==> config.mk <==
export PLATFORM = sky130hd
export DESIGN_NAME = multicycle_ctrl
export DESIGN_NICKNAME = d
export VERILOG_FILES = /design/src/rtl/multicycle_ctrl.sv
export SDC_FILE = /design/constraint.sdc
export NUM_CORES = 1
export LEC_CHECK = 0
export CAP_MARGIN = 15
export CORE_MARGIN = 2
export CORE_UTILIZATION = 41
export DETAILED_ROUTE_END_ITERATION = 6
export PLACE_DENSITY = 0.87
export SYNTH_ARGS = -nofsm -noshare
export SYNTH_HDL_FRONTEND = slang
export SYNTH_SLANG_ARGS = --single-unit
==> constraint.sdc <==
create_clock -name clk -period 1.8 [get_ports clk]
set_input_delay 0.36 -clock clk [delete_from_list [all_inputs] [get_ports clk]]
set_output_delay 0.36 -clock clk [all_outputs]
set_load 0.01 [all_outputs]
==> src/rtl/multicycle_ctrl.sv <==
// Multicycle processor control FSM: FETCH/DECODE/EXEC/MEM/WB sequencing with
// memory wait tracking and timeout abort. Control outputs are combinational.
module multicycle_ctrl #(
   parameter int WAIT_MAX = 8
) (
   input  logic       clk,
   input  logic       reset,
   input  logic [2:0] opcode,
   input  logic       mem_ready,
   input  logic       zero,
   output logic [2:0] state,
   output logic       ir_write,
   output logic       pc_write,
   output logic [1:0] pc_src,
   output logic       mem_read,
   output logic       mem_write,
   output logic       reg_write,
   output logic [1:0] reg_dst,
   output logic [1:0] mem_to_reg,
   output logic [1:0] alu_op,
   output logic       alu_src,
   output logic       sign_or_zero,
   output logic       instr_done,
   output logic       mem_err
);

   localparam int CNT_W = (WAIT_MAX < 1) ? 1 : $clog2(WAIT_MAX + 1);

   typedef enum logic [2:0] {
      S_FETCH  = 3'd0,
      S_DECODE = 3'd1,
      S_EXEC   = 3'd2,
      S_MEM    = 3'd3,
      S_WB     = 3'd4
   } state_t;

   localparam logic [2:0] OP_ADD  = 3'b000;
   localparam logic [2:0] OP_SLI  = 3'b001;
   localparam logic [2:0] OP_J    = 3'b010;
   localparam logic [2:0] OP_JAL  = 3'b011;
   localparam logic [2:0] OP_LW   = 3'b100;
   localparam logic [2:0] OP_SW   = 3'b101;
   localparam logic [2:0] OP_BEQ  = 3'b110;
   localparam logic [2:0] OP_ADDI = 3'b111;

   typedef struct packed {
      logic       ir_write;
      logic       pc_write;
      logic [1:0] pc_src;
      logic       mem_read;
      logic       mem_write;
      logic       reg_write;
      logic [1:0] reg_dst;
      logic [1:0] mem_to_reg;
      logic [1:0] alu_op;
      logic       alu_src;
      logic       sign_or_zero;
      logic       instr_done;
      logic       mem_err;
   } ctrl_t;

   state_t             state_q, state_d;
   logic [2:0]         op_q, op_d;
   logic [CNT_W-1:0]   wait_q, wait_d;
   ctrl_t              ctl, ctl_o;
   logic               mem_phase, stall, timeout;

   // {alu_op, alu_src, sign_or_zero} for the ALU-using opcodes.
   function automatic logic [3:0] exec_alu(input logic [2:0] op);
      logic [3:0] r;
      case (op)
         OP_ADD:                r = 4'b00_0_1;
         OP_SLI:                r = 4'b10_1_0;
         OP_LW, OP_SW, OP_ADDI: r = 4'b11_1_1;
         OP_BEQ:                r = 4'b01_0_1;
         default:               r = 4'b00_0_1;
      endcase
      return r;
   endfunction

   assign mem_phase = (state_q == S_FETCH) || (state_q == S_MEM);
   assign stall     = mem_phase && !mem_ready;
   // mem_ready in the cycle the counter hits WAIT_MAX still completes normally.
   assign timeout   = stall && (wait_q == CNT_W'(WAIT_MAX));
   assign wait_d    = (stall && !timeout) ? wait_q + 1'b1 : '0;

   always_comb begin
      state_d          = state_q;
      op_d             = op_q;
      ctl              = '0;
      ctl.sign_or_zero = 1'b1;

      if (timeout) begin
         ctl.mem_err = 1'b1;
         state_d     = S_FETCH;
      end else begin
         case (state_q)
            S_FETCH: begin
               ctl.mem_read = 1'b1;
               if (mem_ready) begin
                  ctl.ir_write = 1'b1;
                  ctl.pc_write = 1'b1;
                  ctl.pc_src   = 2'b00;
                  state_d      = S_DECODE;
               end
            end

            S_DECODE: begin
               op_d = opcode;
               case (opcode)
                  OP_J: begin
                     ctl.pc_write   = 1'b1;
                     ctl.pc_src     = 2'b10;
                     ctl.instr_done = 1'b1;
                     state_d        = S_FETCH;
                  end
                  OP_JAL: begin
                     ctl.pc_write   = 1'b1;
                     ctl.pc_src     = 2'b10;
                     ctl.reg_write  = 1'b1;
                     ctl.reg_dst    = 2'b10;
                     ctl.mem_to_reg = 2'b10;
                     ctl.instr_done = 1'b1;
                     state_d        = S_FETCH;
                  end
                  default: state_d = S_EXEC;
               endcase
            end

            S_EXEC: begin
               {ctl.alu_op, ctl.alu_src, ctl.sign_or_zero} = exec_alu(op_q);
               case (op_q)
                  OP_BEQ: begin
                     ctl.pc_write   = zero;
                     ctl.pc_src     = 2'b01;
                     ctl.instr_done = 1'b1;
                     state_d        = S_FETCH;
                  end
                  OP_LW, OP_SW:           state_d = S_MEM;
                  OP_ADD, OP_SLI, OP_ADDI: state_d = S_WB;
                  default:                state_d = S_FETCH;
               endcase
            end

            S_MEM: begin
               ctl.alu_op  = 2'b11;
               ctl.alu_src = 1'b1;
               case (op_q)
                  OP_LW: begin
                     ctl.mem_read = 1'b1;
                     if (mem_ready) state_d = S_WB;
                  end
                  OP_SW: begin
                     ctl.mem_write = 1'b1;
                     if (mem_ready) begin
                        ctl.instr_done = 1'b1;
                        state_d        = S_FETCH;
                     end
                  end
                  default: state_d = S_FETCH;
               endcase
            end

            S_WB: begin
               ctl.reg_write  = 1'b1;
               ctl.instr_done = 1'b1;
               state_d        = S_FETCH;
               case (op_q)
                  OP_ADD: ctl.reg_dst = 2'b01;
                  OP_SLI, OP_ADDI: begin
                     ctl.reg_dst = 2'b00;
                     {ctl.alu_op, ctl.alu_src, ctl.sign_or_zero} = exec_alu(op_q);
                  end
                  OP_LW:   ctl.mem_to_reg = 2'b01;
                  default: ctl.reg_dst    = 2'b00;
               endcase
            end

            default: state_d = S_FETCH;
         endcase
      end
   end

   // Reset masks every strobe immediately, without waiting for a clock edge.
   always_comb begin
      ctl_o = ctl;
      if (reset) begin
         ctl_o              = '0;
         ctl_o.sign_or_zero = 1'b1;
      end
   end

   always_ff @(posedge clk or posedge reset) begin
      if (reset) begin
         state_q <= S_FETCH;
         op_q    <= 3'b000;
         wait_q  <= '0;
      end else begin
         state_q <= state_d;
         op_q    <= op_d;
         wait_q  <= wait_d;
      end
   end

   assign state        = state_q;
   assign ir_write     = ctl_o.ir_write;
   assign pc_write     = ctl_o.pc_write;
   assign pc_src       = ctl_o.pc_src;
   assign mem_read     = ctl_o.mem_read;
   assign mem_write    = ctl_o.mem_write;
   assign reg_write    = ctl_o.reg_write;
   assign reg_dst      = ctl_o.reg_dst;
   assign mem_to_reg   = ctl_o.mem_to_reg;
   assign alu_op       = ctl_o.alu_op;
   assign alu_src      = ctl_o.alu_src;
   assign sign_or_zero = ctl_o.sign_or_zero;
   assign instr_done   = ctl_o.instr_done;
   assign mem_err      = ctl_o.mem_err;

endmodule

==> results_dict.tcl, run 1 <==
set metrics [dict create \
    status "finished, violations left" \
    violations "negative setup slack" \
    synth_enable_flop_cells 0 \
    cts-root-buf "clkbuf_4" \
    maxUsedRoutingLayer "met4" \
    timing.max_cap.violations 0 \
    startpoint_type "flop" \
    yosysTopAreaCell "dfrtp_1" \
    area_growth_pct 90.9 \
    clk_pin_slew_worst_paths_ns 0.07 \
    final_area_sq_um 1600 \
    syn_area_per_cell_sq_um 7.40 \
    synthFlopType "dfrtp_1" \
    clock_skew_ns 0.00347 \
    worst-path-buf-inv 3 \
    rows 16 \
    grt_pass1_wl_mm 5.23 \
    portBuffers 26 \
    cts_max_level 1 \
    cts_buffers 3 \
    track_usage_pct 27.7 \
    nFillCells 114 \
    wl_met2_mm 1.76 \
    tritoncts "built" \
    setup_viol 16 \
    dieHeight_microns 49.2 \
    diodes 0 \
    ys_types 34 \
    synth.most_common_cell "nor2_1" \
    dieWidth_microns 49.2 \
    grt_pass1_vias 1154 \
    ys_ff_latch 10 \
    avgViaCountPerCell 5.53 \
    drc 0 \
    path_cells "inv_1 -> ha_2 -> nand3b_1 -> or4_4 -> nand2_4 -> buf_6 -> nor2_1 -> buf_2" \
    hp-class "in -> async" \
    overflow 0 \
    worstPathMaxFanout 4 \
    r2r-start "state[0]" \
    wl_mm 3.44 \
    yosysSeqAreaShare_pct 29.9 \
    cp_slowest_cell "or4_4" \
    start_util_pct 43.0 \
    worst_ep_arrival_time_ns 2.01 \
    r2r-end "op_q[1]" \
    cts_max_path_buffers 2 \
    period_share_pct 132 \
    fmax_ghz 0.422 \
    core_sq_um 1940 \
    vias 1166 \
    drive_gt1_share_pct 47.3 \
    cp_top_family "simple AND/OR/NAND/NOR gates" \
    path_class "reg -> out" \
    worst_pin_slew_ns 0.446 \
    wl_met3_microns 221 \
    wire_per_inst_microns 16.3 \
    worst_ep_required_time_ns 1.44 \
    startpoint "wait_q[0]" \
    place_congestion 0.912 \
    dp_hpwl_mm 2.25 \
    yosys-top-cells-area "dfrtp_1 (30%), nor2_1 (9.0%), a21oi_1 (6.6%)" \
    power_density_nw_per_um2 1300 \
    p_leak_uw 0.000774 \
    clkSinkCount 10 \
    synth_common_cells "nor2_1 (20), a21oi_1 (11), dfrtp_1 (10)" \
    antenna_found_initial 0 \
    syn_area_sq_um 836 \
    synthesis.nets 122 \
    fin_ws_ns -0.567 \
    rsz0062_at_grt "yes" \
    nets 194 \
    antenna_left 0 \
    finalHoldViolations 0 \
    syn_inst 113 \
    dieArea_sq_um 2420 \
    fin_util_pct 82.2 \
    ir_worst_vdd_v 0.00107 \
    clk_latency_ns 0.27 \
    dpl_cell_area_sq_um 1410 \
    r2r_slack_ns 0.16 \
    relSlewSlack_pct 69.8 \
    min_period_ns 2.37 \
    max_stage_delay_ns 0.62 \
    ys_warn_count 0 \
    grt_max_degree 12 \
    met1_length_mm 1.34 \
    multi_input_area_sq_um 621 \
    yosysTopAreaCellShare_pct 29.9 \
    ioPinCount 27 \
    synthArstFlopShare_pct 100 \
    slew_violations 0 \
    regArea_sq_um 250 \
    endpoint_kind "output pin" \
    drt_pass1_iterations 5 \
    r2r_cells 6 \
    drt-initial-drc-count 46 \
]
==> kinds of logic after synthesis <==
logic type | share of synthesized area [%]
buffers and inverters | 9.13
flip-flops | 29.9
AO/OA/AOI/OAI | 13.8
AND/OR/NAND/NOR | 37.4
XOR/XNOR | 4.19
multiplexers | 2.54
adder cells (fa/ha/maj) | 2.99
==> report_power, final <==
| group | total (uW) | switching (uW) | internal [uW] |
|---|---|---|---|
| Sequential | 371 | 70.1 | 301 |
| Clock | 202 | 79.5 | 123 |
| Combinational | 1490 | 722 | 772 |
==> worst reg2reg max path, cell delays in order, from the launching register on <==
cell	delay [ns]
dfrtp_1	0.40
buf_4	0.14
buf_6	0.13
and2b_1	0.20
and2_1	0.19
buf_4	0.16
mux2_1	0.31
==> through the flow <==
stage | total power (uW) | std cells | worst slack, ns | setup TNS [ns] | hold WS [ns]
detailed placement | 1650 | 194 | -0.770 | -10.12 | 0.532
finish | 2070 | 211 | -0.567 | -8.05 | 0.504
global route | 2190 | 211 | -0.643 | -9.15 | 0.535
floorplan | 990 | 113 | -0.163 | -1.05 | 0.267
global placement | 1580 | 194 | -0.672 | -9.76 | 0.516
CTS | 1880 | 207 | -0.560 | -7.91 | 0.514
==> timing repair <==
item,in CTS,in global routing
endpoints found under the setup margin,17,17
hold buffers,0,0
gates cloned,1,0
setup buffers,8,4
pin swaps,12,7
hold endpoints to repair,0,0
resized for setup,81,19
==> layout by cell type (no fill, tap or decap), types with 3 or more instances in the layout <==
master	synthesis	final
dfrtp_1	10	10
nor2_1	20	13
xor2_1	3	3
and3_1	3	3
inv_1	7	7
nand4_1	3	3
buf_6	1	16
nor3_1	4	3
clkbuf_4	0	3
buf_4	2	43
nor2_4	0	7
nor2b_1	3	3
nand3_1	4	4
nand2_1	7	7
buf_2	1	7
o21ai_0	4	4
clkdlybuf4s50_1	0	6
nand2b_1	5	5
a21oi_1	11	8
==> flip-flops by register name (all words and copies together) (netlist names) <==
name	cells
state	3
op_q	3
wait_q	4
==> area by class of cell <==
| class | instances | share of cell area, % |
|---|---|---|
| sequential | 10 | 15.7 |
| inverter | 7 | 1.65 |
| multi-input combinational | 88 | 38.9 |
| tap | 27 | 2.12 |
| clock buffer | 4 | 2.27 |
| timing repair buffer | 75 | 39.4 |
==> routing by layer <==
metal	GRT usage [%]	vias up
met2	49.5	60
met3	3.99	21
li1	-	528
met5	0	-
met1	32.5	557
met4	11.9	0
==> worst max path at each step <==
stage,end,slack (ns),cells past startpoint
global route,instr_done,-0.64,8
detailed placement,reg_write,-0.77,6
finish,mem_write,-0.57,8
CTS,mem_to_reg[1],-0.56,8
floorplan,alu_op[1],-0.16,7
global placement,pc_write,-0.67,6
(Power assumes the default switching activity.)
==> run 2: changes to the inputs <==
Settings changed: CORE_UTILIZATION 41 to 25, PLACE_DENSITY 0.87 to 0.62.
==> run 2 against run 1 <==
Compared with the run above: the flow still finishes with violations (negative setup slack); combinational power decreased by 10%; sequential power increased by 1%; worst hold slack improved by 0.024 ns; critical path depth unchanged; register-to-register slack got worse by 0.16 ns; flip-flop and latch count unchanged; global-route usage decreased by 11 points; utilization decreased by 32 points; setup slack improved by 0.017 ns; critical path type unchanged; largest cell class unchanged.
==> results_dict.tcl, run 2 (same netlist as run 1, synthesis figures left out) <==
set metrics [dict create \
    setup_viol 18 \
    grt_pass1_wl_mm 4.51 \
    endpoint_kind "output pin" \
    final_cell_mix "buf_4 (38), buf_6 (13), nor2_1 (12)" \
    hp-class "reg -> reg" \
    dieWidth_microns 61.8 \
    cts_buffers 3 \
    nFillCells 293 \
    slew_violations 0 \
    r2r-end "state[1]" \
    diodes 0 \
    fin_util_pct 50.6 \
    power_density_nw_per_um2 1210 \
    avgViaCountPerCell 4.70 \
    cts-root-buf "clkbuf_4" \
    hold_ws_ns 0.528 \
    wire_per_inst_microns 12.6 \
    cts_max_path_buffers 2 \
    drive_gt1_share_pct 46.1 \
    cts_max_level 1 \
    ioPinCount 27 \
    r2r_cells 8 \
    largest_register_ffs 4 \
    regMostFlops "wait_q" \
    vias 1052 \
    dieHeight_microns 61.8 \
    rsz0062_at_grt "yes" \
    core_sq_um 3130 \
    clock_skew_ns 0.00757 \
    grt_pass1_vias 1013 \
    tritoncts "built" \
    grt_max_degree 12 \
    place_congestion 0.926 \
    worstPathMaxFanout 5 \
    start_util_pct 26.7 \
    overflow 0 \
    clkSinkCount 10 \
    layout_commonest_cell "buf_4" \
    drt_pass1_iterations 4 \
    nets 190 \
    hold_path.startpoint "wait_q[0]" \
    r2r-start "wait_q[0]" \
    max_stage_delay_ns 0.59 \
    p_leak_uw 0.000744 \
    clk_latency_ns 0.27 \
    portBuffers 26 \
    finalHoldViolations 0 \
    track_usage_pct 16.3 \
    wl_mm 2.82 \
    fin_ws_ns -0.550 \
    total_power_uw 1920 \
    startpoint_type "flop" \
    status "finished, violations left" \
    drt-initial-drc-count 34 \
    ctsHoldBuffers 0 \
    antenna_left 0 \
    dp_hpwl_mm 2.17 \
    r2r_slack_ns 0 \
    violations "negative setup slack" \
    area_growth_pct 89.5 \
    min_period_ns 2.35 \
    ir_worst_vdd_v 0.000505 \
    period_share_pct 131 \
    cp_slowest_cell "or4_4" \
    whs_endpoint "wait_q[0]" \
    fmax_ghz 0.426 \
    relSlewSlack_pct 79.6 \
    worst_ep_arrival_time_ns 1.99 \
    dieArea_sq_um 3820 \
    worst_ep_required_time_ns 1.44 \
    path_cells "inv_1 -> ha_2 -> nand3b_1 -> or4_4 -> buf_12 -> nand2_8 -> nor3_1 -> buf_2" \
    worst_pin_slew_ns 0.305 \
    path_class "reg -> out" \
    timing.max_cap.violations 0 \
    clk_pin_slew_worst_paths_ns 0.07 \
    rows 20 \
    antenna_found_initial 0 \
    drc 0 \
    hold_depth 2 \
]
run 2: changes by cell type in the layout (fill, tap and decap cells not counted), moves of 2 or more:
cell             delta
buf_4               -5
buf_6               -3
buf_12              +2
clkdlybuf4s50_1     +2
nor2_2              +2
run 2: layout make-up:
| class | instances | area [sq um] | share of cell area [%] |
|---|---|---|---|
| inverters | 7 | 26.3 | 1.66 |
| flip-flops and latches | 10 | 250 | 15.8 |
| multi-input cells | 88 | 604 | 38.2 |
| well taps | 44 | 55.1 | 3.48 |
| repair buffers | 71 | 612 | 38.6 |
| clock buffers | 4 | 36.3 | 2.29 |
run 2: timing repair:
item                                    in CTS  in global routing
pin swaps                                    9                  3
resized for setup                           77                 15
cloned                                       1                  0
setup buffers                                8                  1
endpoints found under the setup margin      18                 18
run 2: metal layers:
metal	up-vias	GRT usage, %	share of wire (%)
li1	516	-	-
met3	7	2.07	2.9
met2	25	26.3	51
met5	-	0	0
met4	0	8.81	1.9
met1	504	21.3	44
run 2: how the worst max path moves through the flow:
stage                         start  cells past startpoint        end  slack [ns]
after detailed placement  opcode[1]                      7   pc_write       -0.64
after floorplan           wait_q[0]                      7  alu_op[1]       -0.16
after global placement    opcode[1]                      7   pc_write       -0.63
final                     wait_q[0]                      8   mem_read       -0.55
after global routing      wait_q[0]                      8  reg_write       -0.64
after CTS                 wait_q[0]                      8   mem_read       -0.60
run 2: per-stage QoR:
step / instances / area, sq um / setup WS (ns) / TNS [ns]
6_report: 224 / 1580 / -0.550 / -8.19
5_1_grt: 224 / 1580 / -0.642 / -9.60
4_1_cts: 224 / 1520 / -0.596 / -8.92
3_5_place_dp: 211 / 1430 / -0.643 / -10.01
3_3_place_gp: 211 / 1430 / -0.627 / -9.60
2_1_floorplan: 113 / 891 / -0.163 / -1.05
run 2: worst max-delay path, delay by kind of cell, from the launching register on:
family | cells | cell delay, ns
adder cells (fa/ha/maj) | 1 | 0.16
AND/OR/NAND/NOR | 4 | 0.83
buffers and inverters | 3 | 0.35
flip-flops | 1 | 0.37
run 2: power by group:
group          switching, uW  internal [uW]  leakage (uW)
sequential              75.5            301      0.000130
combinational            631            713      0.000593
clock                   76.0            123     0.0000210
==> run 3: changes to the inputs <==
Settings changed: PLACE_DENSITY 0.62 to default.
==> run 3 against run 2 <==
Compared with the run above: the run still ends with negative setup slack left; routed wire length is 6.2% lower; clock power is 28% lower; total power is 5.4% lower; global-route usage is 0.52 points lower; setup slack better by 0.034 ns; utilization is 2.4 points lower; sequential power is 2% lower; die area stayed put; via count is 2.1% lower; register-to-register slack better by 0.25 ns; critical endpoint is now alu_op[0]; largest power group unchanged.
==> results_dict.tcl, run 3 (same netlist as run 1, synthesis figures left out) <==
set metrics [dict create \
    grt_pass1_vias 1033 \
    clock_skew_ns 0.00428 \
    grt_max_degree 12 \
    ir_worst_vdd_v 0.000468 \
    power_density_nw_per_um2 1200 \
    maxUsedRoutingLayer "met4" \
    period_share_pct 129 \
    p_clk_share_pct 7.8 \
    path_cells "inv_1 -> ha_1 -> nand3b_1 -> or4_4 -> buf_6 -> nand2_8 -> nor2_1 -> buf_2" \
    worst_ep_arrival_time_ns 1.96 \
    slew_violations 0 \
    place_congestion 0.902 \
    overflow 0 \
    cts_max_level 1 \
    wl_met2_mm 1.27 \
    antenna_left 0 \
    worst_ep_required_time_ns 1.44 \
    grt_pass1_wl_mm 4.51 \
    whs_endpoint "wait_q[3]" \
    dp_hpwl_mm 1.96 \
    fin_util_pct 48.2 \
    min_period_ns 2.32 \
    drc 0 \
    track_usage_pct 15.8 \
    violations "negative setup slack" \
    hold_path.startpoint "wait_q[3]" \
    tritoncts "built" \
    p_int_uw 1070 \
    relSlewSlack_pct 69.2 \
    core_sq_um 3130 \
    area_growth_pct 80.5 \
    final_cell_mix "buf_4 (39), nor2_1 (16), buf_2 (12)" \
    clk_pin_slew_worst_paths_ns 0.06 \
    regMostFlops "wait_q" \
    drt-initial-drc-count 20 \
    setup_viol 16 \
    pwr-share-seq_pct 20.2 \
    wire_per_inst_microns 11.9 \
    timing.max_cap.violations 0 \
    ioPinCount 27 \
    layout_commonest_cell "buf_4" \
    max_stage_delay_ns 0.60 \
    met1_length_mm 1.23 \
    r2r_slack_ns 0.25 \
    fmax_ghz 0.432 \
    startpoint_type "flop" \
    r2r-start "wait_q[0]" \
    dpl_worst_slack_ns -0.662 \
    cp_slowest_cell "or4_4" \
    hp-class "reg -> reg" \
    cts_buffers 3 \
    cts-root-buf "clkbuf_4" \
    endpoint_kind "output pin" \
    nets 189 \
    drive_gt1_share_pct 42.1 \
    cts_max_path_buffers 2 \
    avgViaCountPerCell 4.64 \
    rows 20 \
    finalHoldViolations 0 \
    dieWidth_microns 61.8 \
    combPwrFrac_pct 71.9 \
    power.net_switching_uw 744 \
    fin_ws_ns -0.516 \
    vias 1030 \
    largest_register_ffs 4 \
    portBuffers 26 \
    r2r_cells 6 \
    worstPathMaxFanout 5 \
    rsz0062_at_grt "yes" \
    dieArea_sq_um 3820 \
    dieHeight_microns 61.8 \
    wl_mm 2.64 \
    start_util_pct 26.7 \
    worst_pin_slew_ns 0.454 \
    diodes 0 \
    r2r-end "state[1]" \
    hold_depth 3 \
    ctsHoldBuffers 0 \
    path_class "reg -> out" \
    antenna_found_initial 0 \
    p_leak_uw 0.000737 \
    clk_latency_ns 0.25 \
    drt_pass1_iterations 4 \
    wl_met3_microns 101 \
    status "finished, violations left" \
    clkSinkCount 10 \
    swShare_pct 41.0 \
]
run 3: cell count changes in the layout (fill, tap and decap cells not counted), sizes merged:
| cell | change |
|---|---|
| clkdlybuf4s50 | -1 |
| dlymetal6s2s | +1 |
| clkbuf | -1 |
| clkdlybuf4s15 | -1 |
run 3: worst max path at each step:
stage / from / to / depth (start not counted)
6_report: wait_q[0] / alu_op[0] / 8
5_1_grt: wait_q[0] / alu_op[0] / 8
4_1_cts: wait_q[0] / alu_op[0] / 8
3_5_place_dp: opcode[1] / pc_write / 6
3_3_place_gp: opcode[1] / pc_write / 6
2_1_floorplan: wait_q[0] / alu_op[1] / 7
run 3: layout make-up:
| type | instances | area, sq um |
|---|---|---|
| Timing Repair Buffer | 70 | 566 |
| Fill cell | 302 | 1620 |
| Clock buffer | 3 | 22.5 |
| Multi-Input combinational cell | 88 | 589 |
| Sequential cell | 10 | 250 |
| Tap cell | 44 | 55.1 |
| Inverter | 7 | 26.3 |
run 3: metrics by stage:
| step | setup TNS (ns) | instance area, sq um | hold WS, ns | cells | power [uW] |
|---|---|---|---|---|---|
| after floorplan | -1.05 | 891 | 0.267 | 113 | 990 |
| after global placement | -9.65 | 1420 | 0.518 | 210 | 1600 |
| after detailed placement | -9.82 | 1420 | 0.564 | 210 | 1610 |
| after CTS | -8.05 | 1490 | 0.630 | 222 | 1780 |
| after global routing | -8.84 | 1510 | 0.672 | 222 | 1980 |
| final | -7.55 | 1510 | 0.622 | 222 | 1820 |
run 3: power by group through the flow:
stage / clock network, uW / logic, uW / registers (uW)
2_1_floorplan: 0 / 621 / 369
3_3_place_gp: 0 / 1230 / 370
3_5_place_dp: 0 / 1250 / 369
4_1_cts: 148 / 1270 / 365
5_1_grt: 159 / 1440 / 378
6_report: 143 / 1310 / 368
run 3: worst max-delay path: cells and delay by family (launching register included):
family	cells	cell delay (ns)
adders and majority gates	1	0.14
and+or+nand+nor	4	0.81
DFF	1	0.38
buffers and inverters	3	0.36
run 3: routing by layer:
metal  global-route usage (%)  vias up
met2                     26.9       30
li1                         -      518
met5                        0        -
met1                     20.2      478
met3                     2.07        4
met4                     6.38        0
run 3: what timing repair did:
| item | 4_1_cts | 5_1_grt |
|---|---|---|
| pin swaps | 5 | 1 |
| setup endpoints to repair | 17 | 18 |
| cloned | 1 | 0 |
| setup buffers | 8 | 0 |
| gates resized for setup | 79 | 4 |
